File: config.mk
export PLATFORM = sky130hd
export DESIGN_NAME = start_controller
export DESIGN_NICKNAME = d
export VERILOG_FILES = /design/src/rtl/start_controller.sv
export SDC_FILE = /design/constraint.sdc
export NUM_CORES = 1
export LEC_CHECK = 0
export ABC_AREA = 1
export CAP_MARGIN = 30
export CORE_ASPECT_RATIO = 1.4
export CORE_MARGIN = 5
export CORE_UTILIZATION = 55
export DETAILED_ROUTE_END_ITERATION = 6
export PLACE_DENSITY = 0.85
export RECOVER_POWER = 50
export SYNTH_ARGS = -nofsm -noshare
export SYNTH_HDL_FRONTEND = slang
export SYNTH_SLANG_ARGS = --single-unit
File: constraint.sdc
create_clock -name clock -period 3 [get_ports clock]
set_input_delay 0.6 -clock clock [delete_from_list [all_inputs] [get_ports clock]]
set_output_delay 0.6 -clock clock [all_outputs]
set_load 0.005 [all_outputs]
File: src/rtl/start_controller.sv
// Kernel start controller: latches a kernel ID, drives start while the
// kernel runs, counts output tokens and waits for input drain before done.
module start_controller #(
    parameter int SIZEID  = 8,
    parameter int NCH     = 2,
    parameter int SIZECNT = 16
) (
    input  logic               clock,
    input  logic               reset,
    input  logic               id_wr,
    input  logic [SIZEID-1:0]  kernelID,
    input  logic [SIZECNT-1:0] length,
    input  logic               abort,
    input  logic               out_tok,
    input  logic [NCH-1:0]     ch_empty,
    output logic [SIZEID-1:0]  active_id,
    output logic               start,
    output logic               busy,
    output logic               done,
    output logic               id_err,
    output logic [SIZECNT-1:0] tok_count
);

    typedef enum logic [2:0] {
        IDLE,
        LOAD,
        RUN,
        DRAIN,
        DONE
    } state_t;

    localparam logic [SIZECNT-1:0] ONE = SIZECNT'(1);

    state_t             state, state_n;
    logic [SIZEID-1:0]  id_n;
    logic [SIZECNT-1:0] len_r, len_n;
    logic [SIZECNT-1:0] cnt_n;
    logic               err_n;
    logic               last_tok;

    assign last_tok = out_tok && (len_r != '0) && (tok_count == len_r - ONE);

    always_comb begin
        state_n = state;
        id_n    = active_id;
        len_n   = len_r;
        cnt_n   = tok_count;
        err_n   = id_wr && ((state != IDLE) || (kernelID == '0));
        case (state)
            IDLE: begin
                if (id_wr && (kernelID != '0)) begin
                    state_n = LOAD;
                    id_n    = kernelID;
                    len_n   = length;
                    cnt_n   = '0;
                end
            end
            LOAD: begin
                state_n = abort ? DRAIN : RUN;
            end
            RUN: begin
                if (out_tok)
                    cnt_n = tok_count + ONE;
                if (abort || last_tok)
                    state_n = DRAIN;
            end
            DRAIN: begin
                // late tokens still counted, but never wrap past all-ones
                if (out_tok && (tok_count != '1))
                    cnt_n = tok_count + ONE;
                if (&ch_empty)
                    state_n = DONE;
            end
            DONE: begin
                state_n = IDLE;
                id_n    = '0;
            end
            default: begin
                state_n = IDLE;
                id_n    = '0;
            end
        endcase
    end

    always_ff @(posedge clock) begin
        if (reset) begin
            state     <= IDLE;
            active_id <= '0;
            len_r     <= '0;
            tok_count <= '0;
            start     <= 1'b0;
            busy      <= 1'b0;
            done      <= 1'b0;
            id_err    <= 1'b0;
        end else begin
            state     <= state_n;
            active_id <= id_n;
            len_r     <= len_n;
            tok_count <= cnt_n;
            start     <= (state_n == RUN);
            busy      <= (state_n != IDLE);
            done      <= (state_n == DONE);
            id_err    <= err_n;
        end
    end

endmodule

==> results.md, run 1 <==
- Area delta synth->final: 25.6%
- Adder and majority cell fraction of the synthesized area: 0.00909
- CP Launch Type: input pin
- Max VDD drop: 341 uV
- Gr usage total: 0.226
- Reg-to-reg startpoint: len_r[0]
- First-pass GRT wire length: 12,200 um
- Site Rows: 30
- Synth Area in Compound Gates: 0.133
- Final Hold Fails: 0
- Largest family of logic cells by synthesized area: simple AND/OR/NAND/NOR gates
- Period utilization: 0.829
- WHS Endpoint: len_r[1]
- Cell type with the largest total area after synthesis: dfxtp_1
- Syn_nets: 442
- Seq/Total Area, Yosys: 0.342
- Critical hold path startpoint: len_r[1]
- Clock skew: around 0.0073 ns
- Dpl hpwl: ~5600 um
- Failing checks: capacitance limit, slew limit
- Cells resized by post-CTS repair: 0
- FMAX: about 400 MHz
- Die X: 69.8 um
- Htree depth: 2
- Final core occ: 0.714
- GRT overflow: 0
- Maximum fanout along the worst path: 30
- RSZ-0062 raised after global routing: false
- # setup viols final: 0
- Worst skew pair latency: about 0.3 ns
- Met3 usage: 0.0471
- Wirelength per Cell: between 10 and 15 um
- Post-synth top area share: 0.342
- Worst setup startpoint: reset
- IO Count: approximately 60
- Port Buffers: 58
- Top_reg_cell synth: dfxtp_1
- Reg2Reg Depth: 16
- Hold Path Depth: 2
- Mux contribution to synthesized area: 0
- R2r setup slk: 0.93 ns
- ANT nets after route: 0
- Area contributors post-synth: dfxtp_1 (34%), nand2_1 (16%), nor2_1 (7.5%)
- Post-synth EDFFs: 0
- Clk sink count: 47
- Die height: around 94 um
- Initial antenna violation count: 0
- Post-CTS setup buffers: 0
- Min-Delay Path Class: reg -> reg
- Setup_tns: 0 ns
- Die Area: ~6500 um^2
- Routed WL: just over 7000 um
- Via Count: between 2,000 and 3,000
- # fillers: 394
- Cell variety after synth: 37
- Initial Util: 0.569
- Top-count cell post-synth: nand2_1
- Worst EP arrival: 2.68 ns
- GPL Wtd Cong: roughly 0.92
- DRT Pass-1 Iters: 4
- Max Slew Vio Count: 31
- Core area: 4840 um^2
- R2R Path End: busy
- Post-Synth Simple-Gate Area: 0.368
- Worst Tran Pin Value: roughly 1.5 ns
- Synth warnings: 0
- Status: complete, but fails checks
- Vias per cell: about 5.4
- CTS root buf: clkbuf_8
- # nets final: about 500
- XOR/XNOR Fraction of Synth Area: 0.0700
- Power Density: 510 nW/um^2
- ANT cells: 0
- Met1 Use GR: 0.237
- Cts bufs inserted: 5
- Post-synth ARST share: 0
- Min cycle time layout: ~2.5 ns
- Critical path type: in -> reg
- Hold_buf cts: 0
- Crit end category: flop
- Leak Pwr: ~1.5 nW
- Most Crowded Layer GR: met2
- Vias in the first global route: 2,847
- Clk buf depth: 2
- Mapped Area: about 2800 um^2
- CP Data Required Time: approximately 3.2 ns
- Avg Synthesized Cell Area: ~6.7 um^2
- Worst slew margin: -0.00712
- Largest net degree at the start of global routing: 31
- Remaining DRCs: 0
- Synth top cells by count: nand2_1 (117), nor2_1 (55), dfxtp_1 (47)
- Synth Register Bits: 47
- Cells after Synth: between 400 and 500
- Met2 Use GR: 0.425
- Share of layout cells above drive strength 1: 0.0687
- Clock transition at path regs: about 0.08 ns
- Max-cap violations: 1
- CTS tree: built
- DRT iter0 DRCs: ~180
## cells in the final DEF (no fill, tap or decap), types with 7 or more instances in the layout
master,netlist,routed
nor2_1,55,55
nand3_1,30,30
dfxtp_1,47,47
dlygate4sd3_1,0,29
a21oi_2,8,8
inv_1,35,35
nor3_1,8,8
nand2_1,117,118
xor2_1,17,17
a22oi_1,7,7
o21ai_0,10,10
a21oi_1,24,24
clkdlybuf4s50_1,0,29
## through the flow
step | power [mW] | hold WS [ns] | setup WS (ns) | instance area (um^2) | instances
after floorplan | 1.16 | 0.447 | 1.24 | 2750 | 409
after global placement | 1.32 | 0.468 | 0.514 | 3370 | 523
after detailed placement | 1.34 | 0.479 | 0.468 | 3370 | 523
after CTS | 1.78 | 0.490 | 0.776 | 3470 | 530
after global routing | 1.88 | 0.515 | 0.351 | 3460 | 530
final | 1.76 | 0.487 | 0.514 | 3460 | 530
## cell families after synthesis
kind of cell	count (synthesis)
DFF	47
adders and majority gates	2
and+or+nand+nor	230
xor gates and xnor gates	22
AOI/OAI and AO/OA	57
buffers and inverters	51
## final cells by class
class	count	area [um^2]	area share
clock inverters	1	30.0	0.00868
flip-flops and latches	47	941	0.272
repair buffers	60	592	0.171
multi-input cells	311	1590	0.459
clock buffers	6	72.6	0.0210
inverters	41	156	0.0452
well taps	64	80.1	0.0232
## layer usage
metal / part of all wire / wire length, um / vias up
li1: - / - / 1428
met1: 0.39 / 2790 / 1291
met2: 0.52 / 3740 / 98
met3: 0.054 / 385 / 22
met4: 0.031 / 220 / 0
met5: 0 / 0 / -
## flip-flops by register name, indices dropped and copies added (netlist names)
signal and count:
len_r 16, active_id 8, tok_count 16, done 1, start 1, id_err 1
state 3, busy 1
## worst max-delay path: stages
cell           delay [ns]
dlygate4sd3_1        0.54
clkbuf_1             1.10
a21oi_1              0.22
nor2_1               0.16
nand2_1              0.06
## power by group
group	switching, mW	internal, mW	total [mW]
Sequential	0.0481	0.679	0.727
Combinational	0.358	0.231	0.589
Clock	0.202	0.244	0.447
Total	0.608	1.15	1.76
## worst max-delay path by stage
| stage | end | slack (ns) | cells after the start |
|---|---|---|---|
| floorplan | tok_count[4] | 1.24 | 9 |
| global placement | tok_count[6] | 0.51 | 10 |
| detailed placement | tok_count[2] | 0.47 | 10 |
| CTS | tok_count[2] | 0.78 | 10 |
| global route | busy | 0.35 | 5 |
| finish | busy | 0.51 | 5 |
Power figures use the tool's default switching activity.
==> inputs of run 2 (changes only) <==
Settings changed: CORE_UTILIZATION 55 to 51, PLACE_DENSITY 0.85 to 0.8.
Clock period 3 ns to 2.4 ns, I/O delays scaled along.
==> run 2 against run 1 <==
The flow now finishes without violations. Combinational power grew 28%. Clock power up 35%. Critical path depth grew 2. Power rose by 28%. Clock-buffer cell count did not move. Sequential share of layout area decreased by 0.32 points. Sequential power up 25%. Critical path type unchanged. Critical endpoint is now active_id[4]. Largest cell class unchanged.
==> results.md, run 2 (synthesized netlist as in run 1, its figures left out) <==
- Post-CTS setup buffers: 0 (unchanged)
- DR WL met3: 442 um (was 385 um)
- Critical hold path startpoint: len_r[1] (unchanged)
- Worst skew pair latency: 0.30 ns (about the same)
- Vias in the first global route: 2,808 (was 2,847)
- Area delta synth->final: 27.1% (was 25.6%)
- Cells resized by post-CTS repair: 0 (unchanged)
- Uppermost layer routed: met4 (unchanged)
- Min cycle time layout: 2.20 ns
- DRT iter0 DRCs: 134 (was 181)
- Largest regs: len_r x16, tok_count x16, active_id x8 (unchanged)
- Die Area: 6990 um^2 (was 6540 um^2)
- Met2 Wirelength: 3870 um (was 3740 um)
- Multi-input logic area: 1590 um^2 (unchanged)
- R2r setup slk: 0.27 ns (was 0.93 ns)
- Clk sink count: 47 (unchanged)
- Worst EP arrival: 2.37 ns (was 2.68 ns)
- Wirelength per Cell: 13.5 um (about the same)
- CTS root buf: clkbuf_8 (unchanged)
- Largest net degree at the start of global routing: 31 (unchanged)
- CP Launch Type: input pin (unchanged)
- GRT overflow: 0 (unchanged)
- FMAX: 454 MHz
- Most frequent cells in the layout: nand2_1 (118), nor2_1 (55), dfxtp_1 (47), inv_1 (35), clkdlybuf4s50_1 (32) (was nand2_1 (118), nor2_1 (55), dfxtp_1 (47), inv_1 (35), nand3_1 (30))
- R2R Path End: busy (unchanged)
- Final Hold Fails: 0 (unchanged)
- Min-Delay Path Class: reg -> reg (unchanged)
- Max Slew Vio Count: 0 (was 31)
- Setup_tns: 0 ns (unchanged)
- First-pass GRT wire length: 12,200 um (about the same)
- Remaining DRCs: 0 (unchanged)
- Clock transition at path regs: 0.08 ns (about the same)
- Initial Util: 0.530 (was 0.569)
- Hold Slack: 0.480 ns (was 0.487 ns)
- Vias per cell: 5.23 (was 5.36)
- Die X: 72.1 um (was 69.8 um)
- Dpl hpwl: 5660 um (was 5550 um)
- Period utilization: 0.918
- DRT Pass-1 Iters: 5 (was 4)
- WL met1: 2790 um (about the same)
- Storage cell area: 941 um^2 (unchanged)
- Initial antenna violation count: 0 (unchanged)
- Routed WL: 7240 um (was 7140 um)
- Leak Pwr: 1.49 nW (was 1.48 nW)
- Reg-to-reg startpoint: len_r[0] (unchanged)
- # setup viols final: 0 (unchanged)
- CTS tree: built (unchanged)
- Gr usage total: 0.215 (was 0.226)
- Clk buf depth: 2 (unchanged)
- # nets final: 502 (was 499)
- Max-cap violations: 0 (was 1)
- Clock skew: 0.00764 ns (was 0.00731 ns)
- ANT cells: 0 (unchanged)
- RSZ-0062 raised after global routing: false (unchanged)
- Hold_buf cts: 0 (unchanged)
- Htree depth: 2 (unchanged)
- Worst Tran Pin Value: 0.696 ns (was 1.51 ns)
- WHS Endpoint: len_r[1] (unchanged)
- Site Rows: 31 (was 30)
- Cts bufs inserted: 5 (unchanged)
- ANT nets after route: 0 (unchanged)
- Reg2Reg Depth: 16 (unchanged)
- Critical path type: in -> reg (unchanged)
- Status: finished, final reports clean (was complete, but fails checks)
- Hold Path Depth: 2 (unchanged)
- Via Count: 2,802 (was 2,839)
- Worst slew margin: 0.536 (was -0.00712)
- Die height: 96.9 um (was 93.7 um)
- Commonest non-fill, non-tap cell in the layout: nand2_1 (unchanged)
- Crit end category: flop (unchanged)
- GPL Wtd Cong: 0.941 (was 0.918)
- Max VDD drop: 438 uV (was 341 uV)
- Maximum fanout along the worst path: 15 (was 30)
- Share of layout cells above drive strength 1: 0.0809 (was 0.0687)
- CP Data Required Time: 2.57 ns (was 3.20 ns)
- IO Count: 59 (unchanged)
- Core area: 5200 um^2 (was 4840 um^2)
- # fillers: 481 (was 394)
- Power Density: 647 nW/um^2 (was 510 nW/um^2)
- Port Buffers: 58 (unchanged)
run 2: worst max-delay path by stage:
stage                      startpoint           end  slack (ns)  depth (start not counted)
after detailed placement  kernelID[0]  tok_count[1]        0.15                          9
final                     kernelID[0]  active_id[4]        0.20                          7
after global placement    kernelID[0]  tok_count[1]        0.20                          9
after CTS                    len_r[0]          busy        0.29                         16
after global routing      kernelID[0]  tok_count[1]        0.07                          9
after floorplan           kernelID[0]  tok_count[4]        0.76                          9
run 2: area by class of cell:
type	count	area share
clock buffer	6	0.0236
sequential	47	0.269
timing repair buffer	63	0.176
multi-input combinational	311	0.453
clock inverter	2	0.0100
tap	66	0.0236
inverter	41	0.0447
run 2: worst max-delay path, stage by stage:
cell and delay (ns):
dlygate4sd3_1 0.56, nor4_1 0.50, a21boi_2 0.13, nand2_1 0.23, inv_2 0.19, a22oi_1 0.23
nor2_1 0.06
run 2: through the flow:
stage / setup WS (ns) / power (mW) / cell area [um^2] / cells / util
2_1_floorplan: 0.759 / 1.45 / 2750 / 409 / -
3_3_place_gp: 0.200 / 1.67 / 3390 / 528 / 0.653
5_1_grt: 0.0730 / 2.40 / 3500 / 536 / 0.673
4_1_cts: 0.287 / 2.29 / 3510 / 536 / 0.675
6_report: 0.197 / 2.26 / 3500 / 536 / 0.673
3_5_place_dp: 0.149 / 1.69 / 3390 / 528 / 0.653
run 2: layer usage:
metal | track usage | vias up
met5 | 0 | -
met4 | 0.0796 | 0
met3 | 0.0498 | 12
met2 | 0.404 | 79
met1 | 0.221 | 1283
li1 | - | 1428
run 2: power breakdown:
group | leakage [nW] | switching [mW] | internal [mW]
logic | 1.04 | 0.452 | 0.299
clock network | 0.0612 | 0.268 | 0.337
registers | 0.384 | 0.0603 | 0.849
total | 1.49 | 0.780 | 1.48
